## src/rtl/vector_control_sequencer_pkg.sv

```systemverilog
// Purpose: shared types for the vector control sequencer slice.
//   instr_type_e - major instruction class carried in instruction_type
//   ctrl_t       - datapath control bundle produced by decode and held by the issue register
//   CTRL_NOP     - all-zero bundle, used for illegal encodings and the idle stage
//   state_e      - sequencer FSM states
// Ports: none (package).
package vector_control_sequencer_pkg;

  typedef enum logic [1:0] {
    TYPE_CONTROL  = 2'b00,
    TYPE_MEMORY   = 2'b01,
    TYPE_DATA     = 2'b10,
    TYPE_RESERVED = 2'b11
  } instr_type_e;

  typedef enum logic {
    IDLE  = 1'b0,
    ISSUE = 1'b1
  } state_e;

  typedef struct packed {
    logic       jump_i;
    logic       jump_ci;
    logic       jump_cd;
    logic       mem_to_reg;
    logic       mem_write;
    logic       imm_src;
    logic       vector_op;
    logic       alu_src1;
    logic       alu_src2;
    logic       reg_v_write;
    logic       reg_s_write;
    logic [1:0] alu_op;
    logic [1:0] alu_src3;
  } ctrl_t;

  localparam ctrl_t CTRL_NOP = '0;

endpackage

```

## src/rtl/vector_control_sequencer_if.sv

```systemverilog
// Purpose: handshake and control-bundle bus between fetch, the sequencer and the
//   register-read/ALU stage.
// Ports (signals):
//   in_valid/in_ready, instruction_type, func, imm, vector, flush  - fetch side
//   out_valid/out_ready, datapath controls, beat_idx, last_beat, illegal - issue side
// Modports: slave = the sequencer, master = whoever drives fetch and consumes the bundle.
interface vector_control_sequencer_if #(
  parameter int BIDX_W = 1
);
  logic              in_valid;
  logic              in_ready;
  logic [1:0]        instruction_type;
  logic [1:0]        func;
  logic              imm;
  logic              vector;
  logic              flush;
  logic              out_valid;
  logic              out_ready;
  logic              jump_i;
  logic              jump_ci;
  logic              jump_cd;
  logic              mem_to_reg;
  logic              mem_write;
  logic              imm_src;
  logic              vector_op;
  logic              alu_src1;
  logic              alu_src2;
  logic              reg_v_write;
  logic              reg_s_write;
  logic [1:0]        alu_op;
  logic [1:0]        alu_src3;
  logic [BIDX_W-1:0] beat_idx;
  logic              last_beat;
  logic              illegal;

  modport slave (
    input  in_valid, instruction_type, func, imm, vector, flush, out_ready,
    output in_ready, out_valid,
    output jump_i, jump_ci, jump_cd, mem_to_reg, mem_write, imm_src, vector_op,
    output alu_src1, alu_src2, reg_v_write, reg_s_write, alu_op, alu_src3,
    output beat_idx, last_beat, illegal
  );

  modport master (
    output in_valid, instruction_type, func, imm, vector, flush, out_ready,
    input  in_ready, out_valid,
    input  jump_i, jump_ci, jump_cd, mem_to_reg, mem_write, imm_src, vector_op,
    input  alu_src1, alu_src2, reg_v_write, reg_s_write, alu_op, alu_src3,
    input  beat_idx, last_beat, illegal
  );
endinterface

```

## src/rtl/vector_control_sequencer_decode.sv

```systemverilog
// Purpose: purely combinational instruction decode, fields -> {ctrl_t, illegal}.
// Ports:
//   instruction_type in 2  major class (00 control, 01 memory, 10 data, 11 reserved)
//   func             in 2  sub-function
//   imm              in 1  immediate form
//   vector           in 1  vector form
//   ctrl             out   decoded control bundle (CTRL_NOP when illegal)
//   illegal          out 1 encoding is undefined
module vector_ctrl_decode
  import vector_control_sequencer_pkg::*;
(
  input  logic [1:0] instruction_type,
  input  logic [1:0] func,
  input  logic       imm,
  input  logic       vector,
  output ctrl_t      ctrl,
  output logic       illegal
);

  always_comb begin
    ctrl    = CTRL_NOP;
    illegal = 1'b0;
    case (instr_type_e'(instruction_type))
      TYPE_CONTROL: begin
        if (!imm && func == 2'b00) begin
          ctrl.jump_ci  = 1'b1;
          ctrl.imm_src  = 1'b1;
          ctrl.alu_src3 = 2'b11;
          ctrl.alu_op   = 2'b01;
        end else if (!imm && func == 2'b01) begin
          ctrl.jump_cd  = 1'b1;
          ctrl.imm_src  = 1'b1;
          ctrl.alu_src3 = 2'b11;
          ctrl.alu_op   = 2'b01;
        end else if (imm && func == 2'b00) begin
          ctrl.jump_i   = 1'b1;
        end else begin
          illegal = 1'b1;
        end
      end
      TYPE_MEMORY: begin
        ctrl.imm_src  = 1'b1;
        ctrl.alu_src3 = 2'b10;
        if (vector) begin
          ctrl.vector_op = 1'b1;
          ctrl.alu_op    = 2'b10;
        end
        case (func)
          2'b00: begin
            ctrl.mem_write = 1'b1;
            ctrl.alu_src1  = vector;
          end
          2'b01: begin
            ctrl.mem_to_reg  = 1'b1;
            ctrl.reg_v_write = vector;
            ctrl.reg_s_write = !vector;
          end
          default: illegal = 1'b1;
        endcase
      end
      TYPE_DATA: begin
        ctrl.alu_op = func;
        if (imm) begin
          // Immediate data ops are always scalar; the vector bit is ignored.
          ctrl.alu_src3    = 2'b10;
          ctrl.imm_src     = 1'b1;
          ctrl.reg_s_write = 1'b1;
        end else begin
          ctrl.alu_src3 = 2'b01;
          if (vector && func != 2'b11) begin
            ctrl.alu_src2    = 1'b1;
            ctrl.reg_v_write = 1'b1;
            ctrl.vector_op   = 1'b1;
          end else if (!vector && func[1] == 1'b0) begin
            ctrl.reg_s_write = 1'b1;
          end else begin
            illegal = 1'b1;
          end
        end
      end
      default: illegal = 1'b1;
    endcase
    // Illegal encodings travel down the pipe as a pure NOP.
    if (illegal) begin
      ctrl = CTRL_NOP;
    end
  end

endmodule

```

## src/rtl/vector_control_sequencer.sv

```systemverilog
// Purpose: registered decode stage with valid/ready handshake on both sides.
//   Vector ops are issued as VLEN/LANES back-to-back beats tagged with beat_idx.
// Ports:
//   clk  in 1  clock, rising edge
//   rst  in 1  synchronous active-high reset
//   bus  slave modport of vector_control_sequencer_if (fetch handshake, flush,
//        issue handshake, control bundle, beat_idx, last_beat, illegal)
// Parameters:
//   VLEN  elements per vector register
//   LANES ALU lanes; VLEN must be a multiple of LANES
module vector_control_sequencer
  import vector_control_sequencer_pkg::*;
#(
  parameter int VLEN  = 8,
  parameter int LANES = 4
) (
  input logic                          clk,
  input logic                          rst,
  vector_control_sequencer_if.slave    bus
);

  localparam int BEATS  = VLEN / LANES;
  localparam int BIDX_W = (BEATS > 1) ? $clog2(BEATS) : 1;
  localparam logic [BIDX_W-1:0] LAST_IDX = BIDX_W'(BEATS - 1);

  if (VLEN % LANES != 0) begin : g_bad_cfg
    $error("vector_control_sequencer: VLEN must be a multiple of LANES");
  end

  state_e            state_q, state_n;
  ctrl_t             ctrl_q, ctrl_n;
  logic              illegal_q, illegal_n;
  logic [BIDX_W-1:0] beat_q, beat_n;

  ctrl_t             dec_ctrl;
  logic              dec_illegal;
  logic              out_valid;
  logic              last_beat;
  logic              in_ready;
  logic              accept;

  vector_ctrl_decode u_decode (
    .instruction_type (bus.instruction_type),
    .func             (bus.func),
    .imm              (bus.imm),
    .vector           (bus.vector),
    .ctrl             (dec_ctrl),
    .illegal          (dec_illegal)
  );

  assign out_valid = (state_q == ISSUE);
  // Scalar ops are single-beat; last_beat is gated so the idle stage shows all zeros.
  assign last_beat = out_valid && (beat_q == LAST_IDX || !ctrl_q.vector_op);
  // Flush overrides everything, so nothing can be accepted in a flush cycle.
  assign in_ready  = (!out_valid || (bus.out_ready && last_beat)) && !bus.flush;
  assign accept    = bus.in_valid && in_ready;

  always_ff @(posedge clk) begin
    if (rst) begin
      state_q   <= IDLE;
      ctrl_q    <= CTRL_NOP;
      illegal_q <= 1'b0;
      beat_q    <= '0;
    end else begin
      state_q   <= state_n;
      ctrl_q    <= ctrl_n;
      illegal_q <= illegal_n;
      beat_q    <= beat_n;
    end
  end

  always_comb begin
    state_n   = state_q;
    ctrl_n    = ctrl_q;
    illegal_n = illegal_q;
    beat_n    = beat_q;
    if (bus.flush) begin
      state_n   = IDLE;
      ctrl_n    = CTRL_NOP;
      illegal_n = 1'b0;
      beat_n    = '0;
    end else if (accept) begin
      // Covers both the idle accept and the no-bubble accept on a final beat.
      state_n   = ISSUE;
      ctrl_n    = dec_ctrl;
      illegal_n = dec_illegal;
      beat_n    = '0;
    end else if (out_valid && bus.out_ready) begin
      if (last_beat) begin
        state_n   = IDLE;
        ctrl_n    = CTRL_NOP;
        illegal_n = 1'b0;
        beat_n    = '0;
      end else begin
        beat_n = beat_q + BIDX_W'(1);
      end
    end
  end

  assign bus.in_ready    = in_ready;
  assign bus.out_valid   = out_valid;
  assign bus.jump_i      = ctrl_q.jump_i;
  assign bus.jump_ci     = ctrl_q.jump_ci;
  assign bus.jump_cd     = ctrl_q.jump_cd;
  assign bus.mem_to_reg  = ctrl_q.mem_to_reg;
  assign bus.mem_write   = ctrl_q.mem_write;
  assign bus.imm_src     = ctrl_q.imm_src;
  assign bus.vector_op   = ctrl_q.vector_op;
  assign bus.alu_src1    = ctrl_q.alu_src1;
  assign bus.alu_src2    = ctrl_q.alu_src2;
  assign bus.reg_v_write = ctrl_q.reg_v_write;
  assign bus.reg_s_write = ctrl_q.reg_s_write;
  assign bus.alu_op      = ctrl_q.alu_op;
  assign bus.alu_src3    = ctrl_q.alu_src3;
  assign bus.beat_idx    = beat_q;
  assign bus.last_beat   = last_beat;
  assign bus.illegal     = illegal_q;

endmodule
```

## src/flat_wrapper.sv

```systemverilog
// flat-port wrapper written by rule: the top's interface ports become plain ports
module vector_control_sequencer_flat import vector_control_sequencer_pkg::*;
#(
  parameter int VLEN  = 8,
  parameter int LANES = 4
)
  (clk, rst, bus_in_valid, bus_instruction_type, bus_func, bus_imm, bus_vector, bus_flush, bus_out_ready, bus_in_ready, bus_out_valid, bus_jump_i, bus_jump_ci, bus_jump_cd, bus_mem_to_reg, bus_mem_write, bus_imm_src, bus_vector_op, bus_alu_src1, bus_alu_src2, bus_reg_v_write, bus_reg_s_write, bus_alu_op, bus_alu_src3, bus_beat_idx, bus_last_beat, bus_illegal);
  vector_control_sequencer_if bus_i ();
  input logic clk;
  input logic rst;
  input wire logic [$bits(bus_i.in_valid)-1:0] bus_in_valid;
  input wire logic [$bits(bus_i.instruction_type)-1:0] bus_instruction_type;
  input wire logic [$bits(bus_i.func)-1:0] bus_func;
  input wire logic [$bits(bus_i.imm)-1:0] bus_imm;
  input wire logic [$bits(bus_i.vector)-1:0] bus_vector;
  input wire logic [$bits(bus_i.flush)-1:0] bus_flush;
  input wire logic [$bits(bus_i.out_ready)-1:0] bus_out_ready;
  output wire logic [$bits(bus_i.in_ready)-1:0] bus_in_ready;
  output wire logic [$bits(bus_i.out_valid)-1:0] bus_out_valid;
  output wire logic [$bits(bus_i.jump_i)-1:0] bus_jump_i;
  output wire logic [$bits(bus_i.jump_ci)-1:0] bus_jump_ci;
  output wire logic [$bits(bus_i.jump_cd)-1:0] bus_jump_cd;
  output wire logic [$bits(bus_i.mem_to_reg)-1:0] bus_mem_to_reg;
  output wire logic [$bits(bus_i.mem_write)-1:0] bus_mem_write;
  output wire logic [$bits(bus_i.imm_src)-1:0] bus_imm_src;
  output wire logic [$bits(bus_i.vector_op)-1:0] bus_vector_op;
  output wire logic [$bits(bus_i.alu_src1)-1:0] bus_alu_src1;
  output wire logic [$bits(bus_i.alu_src2)-1:0] bus_alu_src2;
  output wire logic [$bits(bus_i.reg_v_write)-1:0] bus_reg_v_write;
  output wire logic [$bits(bus_i.reg_s_write)-1:0] bus_reg_s_write;
  output wire logic [$bits(bus_i.alu_op)-1:0] bus_alu_op;
  output wire logic [$bits(bus_i.alu_src3)-1:0] bus_alu_src3;
  output wire logic [$bits(bus_i.beat_idx)-1:0] bus_beat_idx;
  output wire logic [$bits(bus_i.last_beat)-1:0] bus_last_beat;
  output wire logic [$bits(bus_i.illegal)-1:0] bus_illegal;
  assign bus_i.in_valid = bus_in_valid;
  assign bus_i.instruction_type = bus_instruction_type;
  assign bus_i.func = bus_func;
  assign bus_i.imm = bus_imm;
  assign bus_i.vector = bus_vector;
  assign bus_i.flush = bus_flush;
  assign bus_i.out_ready = bus_out_ready;
  assign bus_in_ready = bus_i.in_ready;
  assign bus_out_valid = bus_i.out_valid;
  assign bus_jump_i = bus_i.jump_i;
  assign bus_jump_ci = bus_i.jump_ci;
  assign bus_jump_cd = bus_i.jump_cd;
  assign bus_mem_to_reg = bus_i.mem_to_reg;
  assign bus_mem_write = bus_i.mem_write;
  assign bus_imm_src = bus_i.imm_src;
  assign bus_vector_op = bus_i.vector_op;
  assign bus_alu_src1 = bus_i.alu_src1;
  assign bus_alu_src2 = bus_i.alu_src2;
  assign bus_reg_v_write = bus_i.reg_v_write;
  assign bus_reg_s_write = bus_i.reg_s_write;
  assign bus_alu_op = bus_i.alu_op;
  assign bus_alu_src3 = bus_i.alu_src3;
  assign bus_beat_idx = bus_i.beat_idx;
  assign bus_last_beat = bus_i.last_beat;
  assign bus_illegal = bus_i.illegal;
  vector_control_sequencer #(.VLEN(VLEN), .LANES(LANES)) u_core (.clk(clk), .rst(rst), .bus(bus_i));
endmodule
```

## config.mk

```make
export PLATFORM = sky130hd
export DESIGN_NAME = vector_control_sequencer_flat
export DESIGN_NICKNAME = d
export VERILOG_FILES = /design/src/rtl/vector_control_sequencer_pkg.sv /design/src/rtl/vector_control_sequencer_if.sv /design/src/rtl/vector_control_sequencer_decode.sv /design/src/rtl/vector_control_sequencer.sv /design/src/flat_wrapper.sv
export SDC_FILE = /design/constraint.sdc
export NUM_CORES = 1
export LEC_CHECK = 0
export BUFFER_PORTS_ARGS = -buffer_cell sky130_fd_sc_hd__buf_4
export CAP_MARGIN = 15
export CORE_UTILIZATION = 45
export CTS_CLUSTER_SIZE = 8
export DETAILED_ROUTE_END_ITERATION = 6
export GPL_TIMING_DRIVEN = 0
export PLACE_DENSITY_LB_ADDON = 0.3
export RECOVER_POWER = 25
export SETUP_SLACK_MARGIN = 0.05
export SYNTH_ARGS = -nofsm -noshare
export SYNTH_HDL_FRONTEND = slang
export SYNTH_SLANG_ARGS = --single-unit
```

## constraint.sdc

```tcl
create_clock -name clk -period 1.69 [get_ports clk]
set_clock_uncertainty 0.1 [all_clocks]
set_input_delay 0.0845 -clock clk [delete_from_list [all_inputs] [get_ports clk]]
set_output_delay 0.0845 -clock clk [all_outputs]
set_load 0.01 [all_outputs]
```

==> results.md <==
* Clock buffer depth at 2
* Drt initial violations at 17
* Routed WL per cell at 12.6 microns
* Die Ht at 48.5 microns
* Die X at 48.5 microns
* Vias in the first global route at 783
* Fin crit share at 0.904
* Full die area at ~0.0024 sq mm
* Slowest cell on crit path: dlygate4sd3_1
* CP Buf/Inv Count at 3
* Mapped Cells at between 100 and 150
* Final HPWL DP at 1610 microns
* Antenna Nets Post-Route at 0
* CTS tree: built
* EDFF count, synth at 0
* Critical hold path startpoint: bus_out_ready
* Core area at 0.00200 sq mm
* CP peak stage delay at 540 ps
* CP top delay family: buffers and inverters
* Cell variety after synth at 32
* DR vias/cell at 5.27
* Worst Path Class, Setup: primary input to flip-flop
* Final setup vio count at 0
* Final Hold Viols at 1
* Syn Nets at 120
* Synth warn at 0
* Hold path depth at 3
* Final slew viol count at 0
* Critical Path RT at 1810 ps
* Startpoint Class: primary input
* Pre-CTS WS at 19.0 ps
* Syn Area/Cell at 9.27 sq um
* Setup WS post-layout at 163 ps
* Post-synthesis async set-or-reset flop share at 0
* Initial Util at 0.486
* RR Endpoint: u_core.bus.imm_src
* Status: complete, but fails checks
* Setup_tns at 0 ps
* Cell Area, Synth at 973 sq um
* Area growth from synthesis to layout at 28.8%
* Net Sw Power at 0.222 mW
* Worst reg-to-reg setup slack at between 150 and 200 ps
* Int Power at 0.566 mW
* GR Overflow Total at 0
* Antenna cells at 0
* Skew-Pair Late Insertion Delay at 290 ps
* Fmax at 655 MHz
* Top_reg_cell synth: dfxtp_1
* Reg clk slew, reported paths at 100 ps
* Non-Filler Instances at 168
* Vias at 885
* Gate power share at 0.195
* Max-slew headroom at 0.697
* Maximum vdd drop at 0.383 mV
* Total CTS buffers at 3
* Static Leak at 0.506 nW
* Critical path endpoint category: flip-flop
* Largest register FFs at 2
* Switching Fraction at 0.281
* Worst-Margin Slew at 454 ps
* Nets at 157
* Pin count of the biggest net entering global routing at 11
* Register share of total power at 0.522
* Most used cell, CP: buf_4
* First-pass GRT wire length at 3510 microns
* Hold Crit Endpoint: u_core.bus.beat_idx
* H-tree levels at 1
* Crit path DAT at 1640 ps
* RD Place Congestion at 0.853
* # port buffers at 29
* # DRC at 0
* Synth area leader: dfxtp_1
* Worst path depth at 7
* Num rows at 16
* Post-synthesis sequential area ratio at 0.350
* Failing checks: negative hold slack
* Initial antenna violation count at 0
* Layout cell share with drive strength beyond 1 at 0.319
* Io pins at 31
* R2R cell count at 5
* Clock network power share at 0.283
* Synth area leaders: dfxtp_1 (35%), o31ai_2 (13%), nand2_1 (8.1%)
* Clock Sinks at 17
* Worst path cell trace: dlygate4sd3_1 -> buf_4 -> and3_1 -> a21oi_2 -> nand2_2 -> buf_4 -> o31ai_2
* Final wirelength at 2110 microns
* FF+latch count, synth at 17
* Filler instances at approximately 190
* Worst hold slack at -0.771 ps
* # Max-Cap Violations at 0
* Clock root buffer: clkbuf_4
* Placed insts at 161
* Reg2reg start: u_core.bus.beat_idx
* Minimum clock period at 1530 ps
* Pre-antenna DRT Iters at 4
* Pwr dens at ~630 mW/mm^2
* Crit path max fanout at 10
* Hold Crit Class: primary input to flip-flop
* Total GRT Usage at 0.190
* RSZ-0062 raised after global routing: no
* Synth top area share at 0.350
## worst max-delay path by stage
| stage | from | endpoint |
|---|---|---|
| after floorplan | u_core.bus.beat_idx | u_core.bus.alu_op[0] |
| after global placement | bus_instruction_type[0] | u_core.bus.vector_op |
| after detailed placement | bus_instruction_type[0] | u_core.bus.alu_op[0] |
| after CTS | u_core.bus.beat_idx | u_core.bus.alu_src1 |
| after global routing | bus_func[0] | u_core.bus.imm_src |
| final | bus_func[0] | u_core.bus.alu_op[0] |
## power by group through the flow
stage	logic, mW	registers [mW]	clock network [mW]
after detailed placement	0.148	0.420	0
after global routing	0.167	0.412	0.249
final	0.153	0.411	0.223
after CTS	0.154	0.411	0.225
after global placement	0.144	0.420	0
after floorplan	0.0903	0.422	0
## metal layers
| layer | part of all wire | global-route usage |
|---|---|---|
| met1 | 0.47 | 0.259 |
| met2 | 0.49 | 0.322 |
| met3 | 0.037 | 0.0220 |
| met4 | 0.0095 | 0.0441 |
| met5 | 0 | 0 |
## worst min-delay path, cell delays in order
cell and delay [ps]:
buf_4 120, a21oi_1 70, nor2b_1 90
## synthesized netlist by cell type (2+ instances only)
library cell and n:
nand3_1 4, inv_1 4, nand2_1 21, buf_4 2, dfxtp_1 17, ha_1 4
nand3b_1 2, nor3b_1 2, nor2_1 4, o31ai_2 10, nand2b_1 2, o41ai_1 2
a22oi_1 2, buf_6 2, a21oi_1 4, and2_1 2, o31ai_1 3, nor2b_1 3
a21o_1 2
## what timing repair did
action                                  in CTS  in global routing
endpoints found under the setup margin       0                 12
buffers inserted                             0                  0
hold endpoints to repair                     3                  0
gates resized for setup                      0                  4
hold buffers                                 3                  0
## area by class of cell
type | count | area [sq um] | share of cell area
repair buffers | 32 | 214 | 0.171
clock buffers | 4 | 26.3 | 0.0210
multi-input cells | 78 | 574 | 0.458
flip-flops and latches | 17 | 342 | 0.272
plain buffers | 6 | 48.8 | 0.0389
well taps | 27 | 33.8 | 0.0269
inverters | 4 | 15.0 | 0.0120
## cell families after synthesis
kind of cell | count (synthesis) | synth area share
flops | 17 | 0.350
fa+ha+maj | 4 | 0.0514
compound gates | 28 | 0.289
simple gates | 46 | 0.247
buf+inv | 10 | 0.0630
## per-stage QoR
stage                util  power (mW)  cell area, sq um
detailed placement  0.612       0.568              1220
global route        0.626       0.828              1250
floorplan               -       0.512               973
CTS                 0.640       0.790              1280
finish              0.626       0.787              1250
global placement    0.612       0.564              1220
## cell usage in the layout (no fill, tap or decap)
cell,synthesis,final
a211oi_1,1,1
a21o_1,2,2
a21oi_1,4,4
a21oi_2,1,1
a22oi_1,2,2
a311oi_4,1,1
and2_1,2,2
and2b_1,1,1
and3_1,1,1
and3b_1,1,1
buf_4,2,23
buf_6,2,2
clkbuf_1,1,11
clkbuf_4,0,3
dfxtp_1,17,16
dfxtp_2,0,1
dlygate4sd3_1,0,3
ha_1,4,4
inv_1,4,4
nand2_1,21,21
nand2_2,1,1
nand2b_1,2,1
nand2b_2,0,1
nand3_1,4,4
nand3_4,1,1
nand3b_1,2,2
nor2_1,4,4
nor2b_1,3,3
nor3b_1,2,2
o2bb2ai_2,1,1
o31a_1,1,1
o31ai_1,3,3
o31ai_2,10,10
o41ai_1,2,2
or2_1,1,1
(Power assumes the default switching activity.)
